--- src/rtl/mixer_nch.sv ---
`default_nettype none
// ============================================================================
//  Module      : mixer_nch
//  Description : N-channel stereo mixer. Each channel latches its latest
//                sample; a trigger snapshots all latches and per-channel
//                L/R gains, then a one-channel-per-cycle MAC sums the
//                channels, the sums are scaled by 1/128, saturated to SW
//                bits and presented with one-cycle ready strobes.
//  Ports       : clk, reset (async, active high)
//                midi_rdy/midi_cmd/midi_ch_sysn/midi_data0/midi_data1 :
//                  MIDI CC gain writes (CC14 -> gain_l, CC15 -> gain_r)
//                smpl_in_rdy[NCH], smpl_in[NCH*SW] : per-channel samples
//                smpl_rate_trig : starts one mix frame
//                smpl_out_rdy_l/_r, smpl_out_l/_r : mixed results
//                clip : last frame saturated, err_overrun : sticky overrun
//  Revision    : 1.0 - initial release
// ============================================================================

`ifndef MIDI_CMD_SIZE
`define MIDI_CMD_SIZE 4
`endif
`ifndef MIDI_CMD_CC
`define MIDI_CMD_CC 4'd3
`endif

module mixer_nch #(
  parameter int NCH = 4,
  parameter int SW  = 18
) (
  input  logic                      clk,
  input  logic                      reset,
  input  logic                      midi_rdy,
  input  logic [`MIDI_CMD_SIZE-1:0] midi_cmd,
  input  logic [3:0]                midi_ch_sysn,
  input  logic [6:0]                midi_data0,
  input  logic [6:0]                midi_data1,
  input  logic [NCH-1:0]            smpl_in_rdy,
  input  logic [NCH*SW-1:0]         smpl_in,
  input  logic                      smpl_rate_trig,
  output logic                      smpl_out_rdy_l,
  output logic                      smpl_out_rdy_r,
  output logic signed [SW-1:0]      smpl_out_l,
  output logic signed [SW-1:0]      smpl_out_r,
  output logic                      clip,
  output logic                      err_overrun
);

  localparam int CW = (NCH > 1) ? $clog2(NCH) : 1;
  localparam int PW = SW + 8;
  localparam int AW = PW + $clog2(NCH);

  // Saturation bounds expressed at accumulator width
  localparam logic signed [AW-1:0] SMAX = {{(AW-SW+1){1'b0}}, {(SW-1){1'b1}}};
  localparam logic signed [AW-1:0] SMIN = {{(AW-SW+1){1'b1}}, {(SW-1){1'b0}}};

  typedef enum logic [1:0] {S_IDLE, S_MAC, S_SAT, S_OUT} state_t;

  state_t state;

  logic signed [SW-1:0] lat      [NCH];
  logic signed [SW-1:0] lat_nxt  [NCH];
  logic signed [SW-1:0] snap     [NCH];
  logic [6:0]           gain_l   [NCH];
  logic [6:0]           gain_r   [NCH];
  logic [6:0]           gl_nxt   [NCH];
  logic [6:0]           gr_nxt   [NCH];
  logic [6:0]           snap_gl  [NCH];
  logic [6:0]           snap_gr  [NCH];

  logic [CW-1:0]        ch;
  logic signed [AW-1:0] acc_l, acc_r;
  logic signed [PW-1:0] prod_l, prod_r;
  logic signed [AW-1:0] sh_l, sh_r;
  logic signed [SW-1:0] sat_l, sat_r;
  logic                 clip_l, clip_r;
  logic                 cc_ok, wr_l, wr_r;

  // Next-state values for latches and gains; the snapshot reads these so a
  // write landing in the trigger cycle is included in that frame.
  always_comb begin
    cc_ok = midi_rdy && (midi_cmd == `MIDI_CMD_CC) && (32'(midi_ch_sysn) < NCH);
    wr_l  = cc_ok && (midi_data0 == 7'd14);
    wr_r  = cc_ok && (midi_data0 == 7'd15);
    for (int k = 0; k < NCH; k++) begin
      lat_nxt[k] = smpl_in_rdy[k] ? smpl_in[k*SW +: SW] : lat[k];
      gl_nxt[k]  = (wr_l && (midi_ch_sysn == 4'(k))) ? midi_data1 : gain_l[k];
      gr_nxt[k]  = (wr_r && (midi_ch_sysn == 4'(k))) ? midi_data1 : gain_r[k];
    end
  end

  always_ff @(posedge clk or posedge reset) begin
    if (reset) begin
      for (int k = 0; k < NCH; k++) begin
        lat[k]    <= '0;
        gain_l[k] <= 7'd127;
        gain_r[k] <= 7'd127;
      end
    end else begin
      for (int k = 0; k < NCH; k++) begin
        lat[k]    <= lat_nxt[k];
        gain_l[k] <= gl_nxt[k];
        gain_r[k] <= gr_nxt[k];
      end
    end
  end

  // Gains are zero-extended so they act as unsigned 0..127 multipliers
  always_comb begin
    prod_l = PW'(snap[ch]) * PW'($signed({1'b0, snap_gl[ch]}));
    prod_r = PW'(snap[ch]) * PW'($signed({1'b0, snap_gr[ch]}));
  end

  // Arithmetic shift floors toward minus infinity before clamping
  always_comb begin
    sh_l   = acc_l >>> 7;
    sh_r   = acc_r >>> 7;
    clip_l = 1'b0;
    clip_r = 1'b0;
    sat_l  = sh_l[SW-1:0];
    sat_r  = sh_r[SW-1:0];
    if (sh_l > SMAX) begin
      sat_l  = SMAX[SW-1:0];
      clip_l = 1'b1;
    end else if (sh_l < SMIN) begin
      sat_l  = SMIN[SW-1:0];
      clip_l = 1'b1;
    end
    if (sh_r > SMAX) begin
      sat_r  = SMAX[SW-1:0];
      clip_r = 1'b1;
    end else if (sh_r < SMIN) begin
      sat_r  = SMIN[SW-1:0];
      clip_r = 1'b1;
    end
  end

  always_ff @(posedge clk or posedge reset) begin
    if (reset) begin
      state          <= S_IDLE;
      ch             <= '0;
      acc_l          <= '0;
      acc_r          <= '0;
      smpl_out_rdy_l <= 1'b0;
      smpl_out_rdy_r <= 1'b0;
      smpl_out_l     <= '0;
      smpl_out_r     <= '0;
      clip           <= 1'b0;
      err_overrun    <= 1'b0;
      for (int k = 0; k < NCH; k++) begin
        snap[k]    <= '0;
        snap_gl[k] <= '0;
        snap_gr[k] <= '0;
      end
    end else begin
      smpl_out_rdy_l <= 1'b0;
      smpl_out_rdy_r <= 1'b0;
      if (smpl_rate_trig && (state != S_IDLE)) begin
        err_overrun <= 1'b1;
      end
      case (state)
        S_IDLE: begin
          if (smpl_rate_trig) begin
            for (int k = 0; k < NCH; k++) begin
              snap[k]    <= lat_nxt[k];
              snap_gl[k] <= gl_nxt[k];
              snap_gr[k] <= gr_nxt[k];
            end
            acc_l <= '0;
            acc_r <= '0;
            ch    <= '0;
            state <= S_MAC;
          end
        end
        S_MAC: begin
          acc_l <= acc_l + AW'(prod_l);
          acc_r <= acc_r + AW'(prod_r);
          if (ch == CW'(NCH - 1)) begin
            state <= S_SAT;
          end else begin
            ch <= ch + CW'(1);
          end
        end
        S_SAT: begin
          smpl_out_l     <= sat_l;
          smpl_out_r     <= sat_r;
          clip           <= clip_l | clip_r;
          smpl_out_rdy_l <= 1'b1;
          smpl_out_rdy_r <= 1'b1;
          state          <= S_OUT;
        end
        S_OUT: begin
          state <= S_IDLE;
        end
        default: begin
          state <= S_IDLE;
        end
      endcase
    end
  end

endmodule

`default_nettype wire

--- config.mk ---
export PLATFORM = sky130hd
export DESIGN_NAME = mixer_nch
export DESIGN_NICKNAME = d
export VERILOG_FILES = /design/src/rtl/mixer_nch.sv
export SDC_FILE = /design/constraint.sdc
export NUM_CORES = 1
export LEC_CHECK = 0
export CAP_MARGIN = 30
export CORE_AREA = 2 2 212 214
export DETAILED_ROUTE_END_ITERATION = 8
export DIE_AREA = 0 0 214 216
export DONT_BUFFER_PORTS = 1
export GPL_ROUTABILITY_DRIVEN = 0
export PLACE_DENSITY = 0.79
export RECOVER_POWER = 50
export SYNTH_ARGS = -nofsm -noshare
export SYNTH_HDL_FRONTEND = slang
export SYNTH_SLANG_ARGS = --single-unit
--- constraint.sdc ---
create_clock -name clk -period 12.51 [get_ports clk]
set_input_delay 1.251 -clock clk [delete_from_list [all_inputs] [get_ports clk]]
set_output_delay 1.251 -clock clk [all_outputs]
set_load 0.05 [all_outputs]
==> results of run 1 <==
cells in the final DEF (no fill, tap or decap), types with 30 or more instances in the layout:
cell type and n:
sky130_fd_sc_hd__inv_1 478, sky130_fd_sc_hd__dfrtp_1 298, sky130_fd_sc_hd__fa_1 260, sky130_fd_sc_hd__mux2_2 211
sky130_fd_sc_hd__nand2_1 172, sky130_fd_sc_hd__and2_1 164, sky130_fd_sc_hd__ha_1 120, sky130_fd_sc_hd__o21ai_0 77
sky130_fd_sc_hd__dfstp_2 56, sky130_fd_sc_hd__mux2_1 49, sky130_fd_sc_hd__a21oi_1 47, sky130_fd_sc_hd__nor2_1 41
sky130_fd_sc_hd__clkbuf_16 39, sky130_fd_sc_hd__mux4_2 31, sky130_fd_sc_hd__xnor2_1 30
per-layer routing:
metal	vias up	track usage (%)	share of wire [%]	wire length (um)
met5	-	0	0.098	57
met4	10	7.53	2.5	1470
met3	113	6.92	8.1	4700
met2	601	43.5	48	27900
met1	8608	35.0	41	24100
li1	7500	-	-	-
worst max-delay path, delay by kind of cell (launching register included):
family,cells,cell delay [ns]
flip-flops,1,0.79
adder cells (fa/ha/maj),5,2.40
buffers and inverters,5,1.51
multiplexers,1,0.75
AO/OA/AOI/OAI,3,0.36
AND/OR/NAND/NOR,5,1.64
per-stage QoR:
stage	total power (uW)	instances
after floorplan	2890	2369
after global placement	3300	2877
after detailed placement	3390	2880
after CTS	4570	2952
after global routing	4830	2955
final	4560	2956
sequential cells by signal, summed over array words and instances, names as in the netlist:
name            count
state               2
acc_r              28
lat                72
gain_r             28
clip                1
snap               72
smpl_out_l         18
snap_gl            28
smpl_out_r         18
ch                  2
smpl_out_rdy_r      1
acc_l              28
err_overrun         1
snap_gr            28
gain_l             28
power by group through the flow:
| stage | Sequential [uW] | Clock (uW) | Combinational, uW |
|---|---|---|---|
| CTS | 1710 | 1180 | 1680 |
| floorplan | 1650 | 0 | 1250 |
| detailed placement | 1720 | 0 | 1660 |
| global route | 1740 | 1240 | 1860 |
| finish | 1710 | 1160 | 1690 |
| global placement | 1710 | 0 | 1600 |
worst paths after layout:
| path | startpoint | to | slack [ns] | cells after the start |
|---|---|---|---|---|
| max | ch[1]$_DFFE_PP0P_ | acc_l[24]$_DFFE_PP0P_ | 4.98 | 19 |
| min | acc_l[5]$_DFFE_PP0P_ | acc_l[5]$_DFFE_PP0P_ | 0.48 | 2 |
| max reg2reg | ch[1]$_DFFE_PP0P_ | acc_l[24]$_DFFE_PP0P_ | 4.98 | 19 |
| min reg2reg | acc_l[5]$_DFFE_PP0P_ | acc_l[5]$_DFFE_PP0P_ | 0.48 | 2 |
| max in group asynchronous | reset | smpl_out_l[15]$_DFFE_PP0P_ | 5.14 | 4 |
| min in group asynchronous | reset | snap_gr[19]$_DFFE_PP0P_ | 1.94 | 1 |
logic make-up after synthesis:
logic type	Yosys count	share of synthesized area [%]
AO/OA/AOI/OAI	267	6.73
XOR/XNOR	53	1.79
adder cells (fa/ha/maj)	380	25.8
buffers and inverters	574	8.36
flip-flops	355	34.4
multiplexers	294	14.1
AND/OR/NAND/NOR	446	8.83
cell type report:
| cell class | count | area, um^2 |
|---|---|---|
| fill | 3249 | 16000 |
| multi-input combinational | 1440 | 14900 |
| sequential | 355 | 8950 |
| inverter | 479 | 1800 |
| clock buffer | 50 | 1090 |
| tap | 592 | 741 |
| clock inverter | 22 | 221 |
| timing repair buffer | 14 | 119 |
| antenna | 4 | 10.0 |
==> impl_results.html, run 1 <==
<table>
<tr><th>Metric</th><th>Value</th></tr>
<tr><th colspan="2">Outcome</th></tr>
<tr><td>Result of the run</td><td>finished with violations</td></tr>
<tr><td>Violated checks</td><td>capacitance limit, slew limit</td></tr>
<tr><th colspan="2">Cells and area</th></tr>
<tr><td>Area growth from synthesis to layout</td><td>6.94%</td></tr>
<tr><td>Proportion of layout cells with a drive suffix above 1</td><td>16.7%</td></tr>
<tr><td>Post-layout utilization of the core</td><td>a little under two thirds</td></tr>
<tr><td>Fin area</td><td>approximately 0.028 mm^2</td></tr>
<tr><td>Fin nets</td><td>~2800</td></tr>
<tr><th colspan="2">Yosys</th></tr>
<tr><td>Post-Syn Area per Cell</td><td>~11 um^2</td></tr>
<tr><td>Synthesis-stage register bit count</td><td>around 360</td></tr>
<tr><td>Yosys warning total</td><td>0</td></tr>
<tr><td>Net count after synthesis</td><td>2851</td></tr>
<tr><td>Top cells by instance count after synthesis</td><td>sky130_fd_sc_hd__inv_1, sky130_fd_sc_hd__dfrtp_1, sky130_fd_sc_hd__fa_1, sky130_fd_sc_hd__mux2_2, sky130_fd_sc_hd__nand2_1</td></tr>
<tr><td>Top cells by area in the synthesized netlist</td><td>sky130_fd_sc_hd__dfrtp_1, sky130_fd_sc_hd__fa_1, sky130_fd_sc_hd__mux2_2</td></tr>
<tr><td>Cell type with the highest aggregate area in the netlist</td><td>sky130_fd_sc_hd__dfrtp_1</td></tr>
<tr><td>Most repeated cell in the gate-level netlist after synthesis</td><td>sky130_fd_sc_hd__inv_1</td></tr>
<tr><td>Post-synth EDFFs</td><td>0</td></tr>
<tr><td>Post-synthesis cell count</td><td>2369</td></tr>
<tr><td>Share of Yosys cell area claimed by the top area cell type</td><td>roughly 29%</td></tr>
<tr><td>Prevailing post-synth register cell</td><td>sky130_fd_sc_hd__dfrtp_1</td></tr>
<tr><td>Netlist Area Pre-Place</td><td>0.0260 mm^2</td></tr>
<tr><td>Seq/Total Area, Yosys</td><td>34.4%</td></tr>
<tr><td>Share of flip-flops with an asynchronous set or reset after synthesis</td><td>100%</td></tr>
<tr><td>Number of distinct library cells after synthesis</td><td>74</td></tr>
<tr><th colspan="2">Clocking</th></tr>
<tr><td>Clock insertion delay at the later pin of the skew report</td><td>slightly below 0.6 ns</td></tr>
<tr><td>Clock buffer count from CTS</td><td>39</td></tr>
<tr><td>Postcts setup bufs</td><td>0</td></tr>
<tr><td>Hold-fix buffers, CTS</td><td>0</td></tr>
<tr><td>Clk root buf</td><td>sky130_fd_sc_hd__clkbuf_16</td></tr>
<tr><td>Cells resized by post-CTS repair</td><td>0</td></tr>
<tr><td>CTS tree</td><td>done</td></tr>
<tr><td>Register clock-pin slew on the reported worst setup and hold paths</td><td>0.07 ns</td></tr>
<tr><td>Maximum count of clock buffers along a single path</td><td>3</td></tr>
<tr><td>H-tree levels</td><td>2</td></tr>
<tr><td>Sinks on the clock net</td><td>355</td></tr>
<tr><th colspan="2">Route</th></tr>
<tr><td>DRT iter0 DRCs</td><td>between 900 and 1000</td></tr>
<tr><td>Drt first pass iters</td><td>7</td></tr>
<tr><td>Via/cell ratio</td><td>about 5.7</td></tr>
<tr><td>Vias</td><td>16800</td></tr>
<tr><td>Final Routed Wirelength</td><td>a little under 60000 um</td></tr>
<tr><td>Wire length per cell after detailed routing</td><td>around 20 um</td></tr>
<tr><td>DRC violations left</td><td>0</td></tr>
<tr><td>Count of nets left with antenna violations after detail routing</td><td>0</td></tr>
<tr><th colspan="2">Timing</th></tr>
<tr><td>Count of final hold-check violations</td><td>0</td></tr>
<tr><td>Final Max Tran Viols</td><td>roughly 410</td></tr>
<tr><td>Normalized max-slew margin</td><td>-206%</td></tr>
<tr><td>Unrepaired setup endpoints after global routing</td><td>false</td></tr>
<tr><td>Actual transition at the worst max-transition pin</td><td>4.56 ns</td></tr>
<tr><td>Portion of the clock cycle consumed by the worst path in the final layout</td><td>roughly 60%</td></tr>
<tr><td>Setup TNS</td><td>0 ns</td></tr>
<tr><td>Tightest hold margin</td><td>~0.48 ns</td></tr>
<tr><td>Minimum setup slack in the final design</td><td>approximately 5.0 ns</td></tr>
<tr><td>Total of endpoints with negative setup slack in the final report</td><td>0</td></tr>
<tr><td>Tmin final</td><td>7.53 ns</td></tr>
<tr><td>Clock skew after layout</td><td>roughly 0.019 ns</td></tr>
<tr><td>Highest attainable clock frequency</td><td>around 130 MHz</td></tr>
<tr><th colspan="2">Run</th></tr>
<tr><td># Max-Cap Violations</td><td>5</td></tr>
<tr><th colspan="2">Worst setup path</th></tr>
<tr><td>Crit path required time</td><td>roughly 13 ns</td></tr>
<tr><td>Arrival time of data at the critical path endpoint</td><td>~8.0 ns</td></tr>
<tr><td>WS Path Type</td><td>reg -&gt; reg</td></tr>
<tr><td>Sort of element at the end of the critical path</td><td>register</td></tr>
<tr><td>Critical Path Slowest Stage Cell</td><td>sky130_fd_sc_hd__clkbuf_1</td></tr>
<tr><td>Crit path max fanout</td><td>23</td></tr>
<tr><td>Startpoint kind of the worst setup timing path</td><td>register</td></tr>
<tr><td>Largest incremental delay on the critical path</td><td>approximately 1.2 ns</td></tr>
<tr><td>Critical path cell sequence</td><td>clkbuf_1 &gt; mux4_2 &gt; and2_1 &gt; inv_1 &gt; fa_1 &gt; inv_1 &gt; fa_1 &gt; fa_1 &gt; inv_1 &gt; fa_1 &gt; inv_1 &gt; ha_1 &gt; nand3_1 &gt; nor2_1 &gt; a221oi_1 &gt; o21ai_0 &gt; a31oi_1 &gt; or4b_1 &gt; nand3_1</td></tr>
<tr><th colspan="2">Pwr</th></tr>
<tr><td>Sequential fraction of design power</td><td>between 30% and 40%</td></tr>
<tr><td>Switch share</td><td>41.8%</td></tr>
<tr><td>Combinational share of power</td><td>between 30 and 40%</td></tr>
<tr><td>Switching power</td><td>between 1500 and 2000 uW</td></tr>
<tr><td>Cell-internal power</td><td>around 2700 uW</td></tr>
<tr><td>Power per cell area</td><td>around 160 mW/mm^2</td></tr>
<tr><td>Leak</td><td>~0.014 uW</td></tr>
<tr><td>Clock share of power</td><td>between 20% and 30%</td></tr>
<tr><td>Worst vdd ir</td><td>0.197 mV</td></tr>
<tr><th colspan="2">Placed design</th></tr>
<tr><td>Total placed instance area</td><td>0.0265 mm^2</td></tr>
<tr><td>Detail Placement HPWL</td><td>approximately 42000 um</td></tr>
<tr><td>Port Buffers</td><td>0</td></tr>
<tr><td>Placement-stage worst setup slack</td><td>a little under 6 ns</td></tr>
<tr><th colspan="2">Global routing</th></tr>
<tr><td>Leftover overflow at the end of global routing</td><td>0</td></tr>
<tr><td>Antenna violations before repair</td><td>9</td></tr>
<tr><td>Largest net degree at the start of global routing</td><td>about 170</td></tr>
<tr><td>Vias in the first global route</td><td>18500</td></tr>
<tr><td>Overall Global Routing Usage</td><td>26.5%</td></tr>
<tr><td>Global-route wire length before repair</td><td>approximately 98000 um</td></tr>
<tr><th colspan="2">Hold path</th></tr>
<tr><td>Min-delay worst type</td><td>reg -&gt; reg</td></tr>
<tr><th colspan="2">Floorplanning</th></tr>
<tr><td>Vertical extent of the die</td><td>roughly 220 um</td></tr>
<tr><td>CORE AREA</td><td>0.0438 mm^2</td></tr>
<tr><td>Number of placement rows</td><td>77</td></tr>
<tr><td>Floorplan die area</td><td>between 0.04 and 0.05 mm^2</td></tr>
<tr><td>Initial Util</td><td>a little under 60%</td></tr>
<tr><td>Boundary pin count</td><td>~140</td></tr>
<tr><td>Floorplan die width</td><td>214 um</td></tr>
</table>
Note: power is estimated with default switching activity, not from simulation.
==> run 2: changes to the inputs <==
- CORE_AREA: 2 2 212 214 -> 2 2 213 215
- DIE_AREA: 0 0 214 216 -> 0 0 215 217
- PLACE_DENSITY: 0.79 -> 0.81
- clock period: 12.51 -> 6.1 ns (I/O delays scaled with it)
==> impl_results.html, run 2 (synthesis results as in run 1) <==
<table>
<tr><th>Metric</th><th>Value</th></tr>
<tr><th colspan="2">Global routing</th></tr>
<tr><td>Leftover overflow at the end of global routing</td><td>0</td></tr>
<tr><td>Vias in the first global route</td><td>approximately 18000</td></tr>
<tr><td>Largest net degree at the start of global routing</td><td>approximately 200</td></tr>
<tr><td>Antenna violations before repair</td><td>6</td></tr>
<tr><td>Overall Global Routing Usage</td><td>about a quarter</td></tr>
<tr><td>Global-route wire length before repair</td><td>roughly 97000 um</td></tr>
<tr><th colspan="2">Clocking</th></tr>
<tr><td>Clk root buf</td><td>sky130_fd_sc_hd__clkbuf_16</td></tr>
<tr><td>Clock buffer count from CTS</td><td>37</td></tr>
<tr><td>Clock insertion delay at the later pin of the skew report</td><td>~0.57 ns</td></tr>
<tr><td>CTS tree</td><td>done</td></tr>
<tr><td>Sinks on the clock net</td><td>355</td></tr>
<tr><td>Register clock-pin slew on the reported worst setup and hold paths</td><td>approximately 0.07 ns</td></tr>
<tr><td>H-tree levels</td><td>2</td></tr>
<tr><td>Maximum count of clock buffers along a single path</td><td>3</td></tr>
<tr><th colspan="2">Placed design</th></tr>
<tr><td>Port Buffers</td><td>0</td></tr>
<tr><td>Total placed instance area</td><td>0.0266 mm^2</td></tr>
<tr><td>Detail Placement HPWL</td><td>about 43000 um</td></tr>
<tr><th colspan="2">Worst setup path</th></tr>
<tr><td>Arrival time of data at the critical path endpoint</td><td>6.38 ns</td></tr>
<tr><td>Worst reg-to-reg setup slack</td><td>around 0.22 ns</td></tr>
<tr><td>Source of the worst register-to-register timing path</td><td>ch[1]$_DFFE_PP0P_</td></tr>
<tr><td>Launch point of the worst path</td><td>ch[1]$_DFFE_PP0P_</td></tr>
<tr><td>Crit path max fanout</td><td>23</td></tr>
<tr><td>WS Path Type</td><td>reg -&gt; reg</td></tr>
<tr><td>Cells on worst reg2reg path</td><td>18</td></tr>
<tr><td>Sort of element at the end of the critical path</td><td>register</td></tr>
<tr><td>Crit path required time</td><td>around 6.6 ns</td></tr>
<tr><td>Startpoint kind of the worst setup timing path</td><td>register</td></tr>
<tr><td>Crit Reg-Reg Endpoint</td><td>acc_r[25]$_DFFE_PP0P_</td></tr>
<tr><th colspan="2">Cells and area</th></tr>
<tr><td>Filler Cells Inserted</td><td>3349</td></tr>
<tr><td>Post-layout utilization of the core</td><td>62.9%</td></tr>
<tr><td>Proportion of layout cells with a drive suffix above 1</td><td>18.9%</td></tr>
<tr><td>Fin area</td><td>about 0.028 mm^2</td></tr>
<tr><td>Fin nets</td><td>2835</td></tr>
<tr><td>Commonest cells after routing, fill and taps aside</td><td>sky130_fd_sc_hd__inv_1, sky130_fd_sc_hd__dfrtp_1, sky130_fd_sc_hd__fa_1</td></tr>
<tr><td>Area growth from synthesis to layout</td><td>8.23%</td></tr>
<tr><td>Most common cell after layout, fill and taps aside</td><td>sky130_fd_sc_hd__inv_1</td></tr>
<tr><td>Regs by FF count</td><td>lat (72), snap (72)</td></tr>
<tr><th colspan="2">Timing</th></tr>
<tr><td>Unrepaired setup endpoints after global routing</td><td>true</td></tr>
<tr><td>Final Max Tran Viols</td><td>208</td></tr>
<tr><td>Portion of the clock cycle consumed by the worst path in the final layout</td><td>96.4%</td></tr>
<tr><td>Highest attainable clock frequency</td><td>about 170 MHz</td></tr>
<tr><td>Tmin final</td><td>5.88 ns</td></tr>
<tr><td>Actual transition at the worst max-transition pin</td><td>~3.1 ns</td></tr>
<tr><td>Total of endpoints with negative setup slack in the final report</td><td>0</td></tr>
<tr><td>Normalized max-slew margin</td><td>-104%</td></tr>
<tr><td>Count of final hold-check violations</td><td>0</td></tr>
<tr><td>Tightest hold margin</td><td>0.164 ns</td></tr>
<tr><td>Setup TNS</td><td>0 ns</td></tr>
<tr><td>Clock skew after layout</td><td>approximately 0.016 ns</td></tr>
<tr><th colspan="2">Route</th></tr>
<tr><td>Wire length per cell after detailed routing</td><td>about 20 um</td></tr>
<tr><td>Drt first pass iters</td><td>8</td></tr>
<tr><td>Via/cell ratio</td><td>~5.7</td></tr>
<tr><td>Vias</td><td>approximately 17000</td></tr>
<tr><td>DRT iter0 DRCs</td><td>approximately 1200</td></tr>
<tr><td>DRC violations left</td><td>0</td></tr>
<tr><td>Final Routed Wirelength</td><td>58500 um</td></tr>
<tr><td>Count of nets left with antenna violations after detail routing</td><td>0</td></tr>
<tr><th colspan="2">Floorplanning</th></tr>
<tr><td>Initial Util</td><td>around three fifths</td></tr>
<tr><td>Vertical extent of the die</td><td>roughly 220 um</td></tr>
<tr><td>Floorplan die area</td><td>about 0.047 mm^2</td></tr>
<tr><td>Floorplan die width</td><td>215 um</td></tr>
<tr><td>Number of placement rows</td><td>78</td></tr>
<tr><td>Boundary pin count</td><td>roughly 140</td></tr>
<tr><td>CORE AREA</td><td>~0.045 mm^2</td></tr>
<tr><th colspan="2">Pwr</th></tr>
<tr><td>Worst vdd ir</td><td>0.320 mV</td></tr>
<tr><td>Power per cell area</td><td>between 300 and 400 mW/mm^2</td></tr>
<tr><td>Leak</td><td>~0.014 uW</td></tr>
<tr><th colspan="2">Run</th></tr>
<tr><td># Max-Cap Violations</td><td>4</td></tr>
<tr><th colspan="2">Outcome</th></tr>
<tr><td>Violated checks</td><td>capacitance limit, slew limit</td></tr>
<tr><td>Result of the run</td><td>finished with violations</td></tr>
<tr><th colspan="2">Hold path</th></tr>
<tr><td>Min-delay worst type</td><td>in -&gt; reg</td></tr>
<tr><td>Min-Delay Path Depth</td><td>1</td></tr>
<tr><td>Hold endpoint</td><td>err_overrun$_DFFE_PP0P_</td></tr>
<tr><td>Hold wc startpoint</td><td>smpl_rate_trig</td></tr>
</table>
-- run 2: cell types whose count changed in the layout (fill, tap and decap cells not counted), moves of 3 or more --
cell / delta
sky130_fd_sc_hd__mux2_2: +29
sky130_fd_sc_hd__clkinv_2: -6
sky130_fd_sc_hd__and2_1: -4
sky130_fd_sc_hd__clkinvlp_4: -3
sky130_fd_sc_hd__buf_12: +6
sky130_fd_sc_hd__inv_6: -4
sky130_fd_sc_hd__mux2_1: -29
sky130_fd_sc_hd__buf_4: +17
sky130_fd_sc_hd__bufinv_16: +3
sky130_fd_sc_hd__and2_2: +3
sky130_fd_sc_hd__clkbuf_1: +6
-- run 2: metrics by stage --
| stage | cells | power, uW | worst slack, ns |
|---|---|---|---|
| after floorplan | 2369 | 5940 | 0.210 |
| after global placement | 2898 | 6800 | 0.139 |
| after detailed placement | 2900 | 6990 | 0.0295 |
| after CTS | 2965 | 9370 | 0.0130 |
| after global routing | 2979 | 10000 | -0.0114 |
| final | 2980 | 9500 | 0.221 |
-- run 2: cell type report --
| class | instances | area (um^2) | share of cell area [%] |
|---|---|---|---|
| inverter | 479 | 1800 | 6.39 |
| multi-input combinational | 1441 | 15000 | 53.2 |
| clock inverter | 13 | 228 | 0.809 |
| sequential | 355 | 8960 | 31.8 |
| timing repair buffer | 39 | 379 | 1.35 |
| antenna | 2 | 5.00 | 0.0178 |
| clock buffer | 51 | 1040 | 3.69 |
| tap | 600 | 751 | 2.67 |
-- run 2: critical path, stage by stage, from the launching register on --
cell                       delay, ns
sky130_fd_sc_hd__dfrtp_1        0.37
sky130_fd_sc_hd__buf_12         0.20
sky130_fd_sc_hd__buf_4          0.31
sky130_fd_sc_hd__mux4_2         0.55
sky130_fd_sc_hd__and2_1         0.25
sky130_fd_sc_hd__fa_1           0.44
sky130_fd_sc_hd__fa_1           0.47
sky130_fd_sc_hd__fa_1           0.54
sky130_fd_sc_hd__inv_1          0.05
sky130_fd_sc_hd__fa_1           0.47
sky130_fd_sc_hd__inv_1          0.04
sky130_fd_sc_hd__ha_1           0.40
sky130_fd_sc_hd__nand2_1        0.12
sky130_fd_sc_hd__o211ai_1       0.29
sky130_fd_sc_hd__nand4_1        0.16
sky130_fd_sc_hd__nand3_1        0.21
sky130_fd_sc_hd__a31oi_1        0.19
sky130_fd_sc_hd__or4b_2         0.63
sky130_fd_sc_hd__nand3_1        0.10
-- run 2: power by group --
group          internal [uW]  total (uW)  leakage (uW)  switching (uW)
registers               2830        3530       0.00436             705
logic                   1420        3630       0.00900            2200
clock network           1380        2340      0.000609             962
-- run 2: metal layers --
| layer | part of all wire, % | up-vias | global-route usage (%) |
|---|---|---|---|
| met4 | 2.0 | 8 | 7.03 |
| met2 | 48 | 615 | 43.3 |
| met1 | 42 | 8608 | 34.2 |
| li1 | - | 7534 | - |
| met5 | 0.094 | - | 0 |
| met3 | 8.2 | 96 | 6.21 |
-- run 2: what timing repair did --
action,in CTS,in global routing
setup endpoints to repair,3,15
hold endpoints to repair,5,0
pin swaps,0,0
cloned,0,1
setup buffers,0,11
gates resized for setup,3,15
hold buffers,1,0
-- run 2: how the worst max path moves through the flow --
stage | end | slack, ns | depth (start not counted)
6_report | acc_r[25]$_DFFE_PP0P_ | 0.22 | 18
5_1_grt | acc_r[24]$_DFFE_PP0P_ | -0.01 | 20
3_3_place_gp | acc_r[26]$_DFFE_PP0P_ | 0.14 | 20
3_5_place_dp | acc_r[27]$_DFFE_PP0P_ | 0.03 | 19
4_1_cts | acc_r[26]$_DFFE_PP0P_ | 0.01 | 20
2_1_floorplan | acc_l[26]$_DFFE_PP0P_ | 0.21 | 20
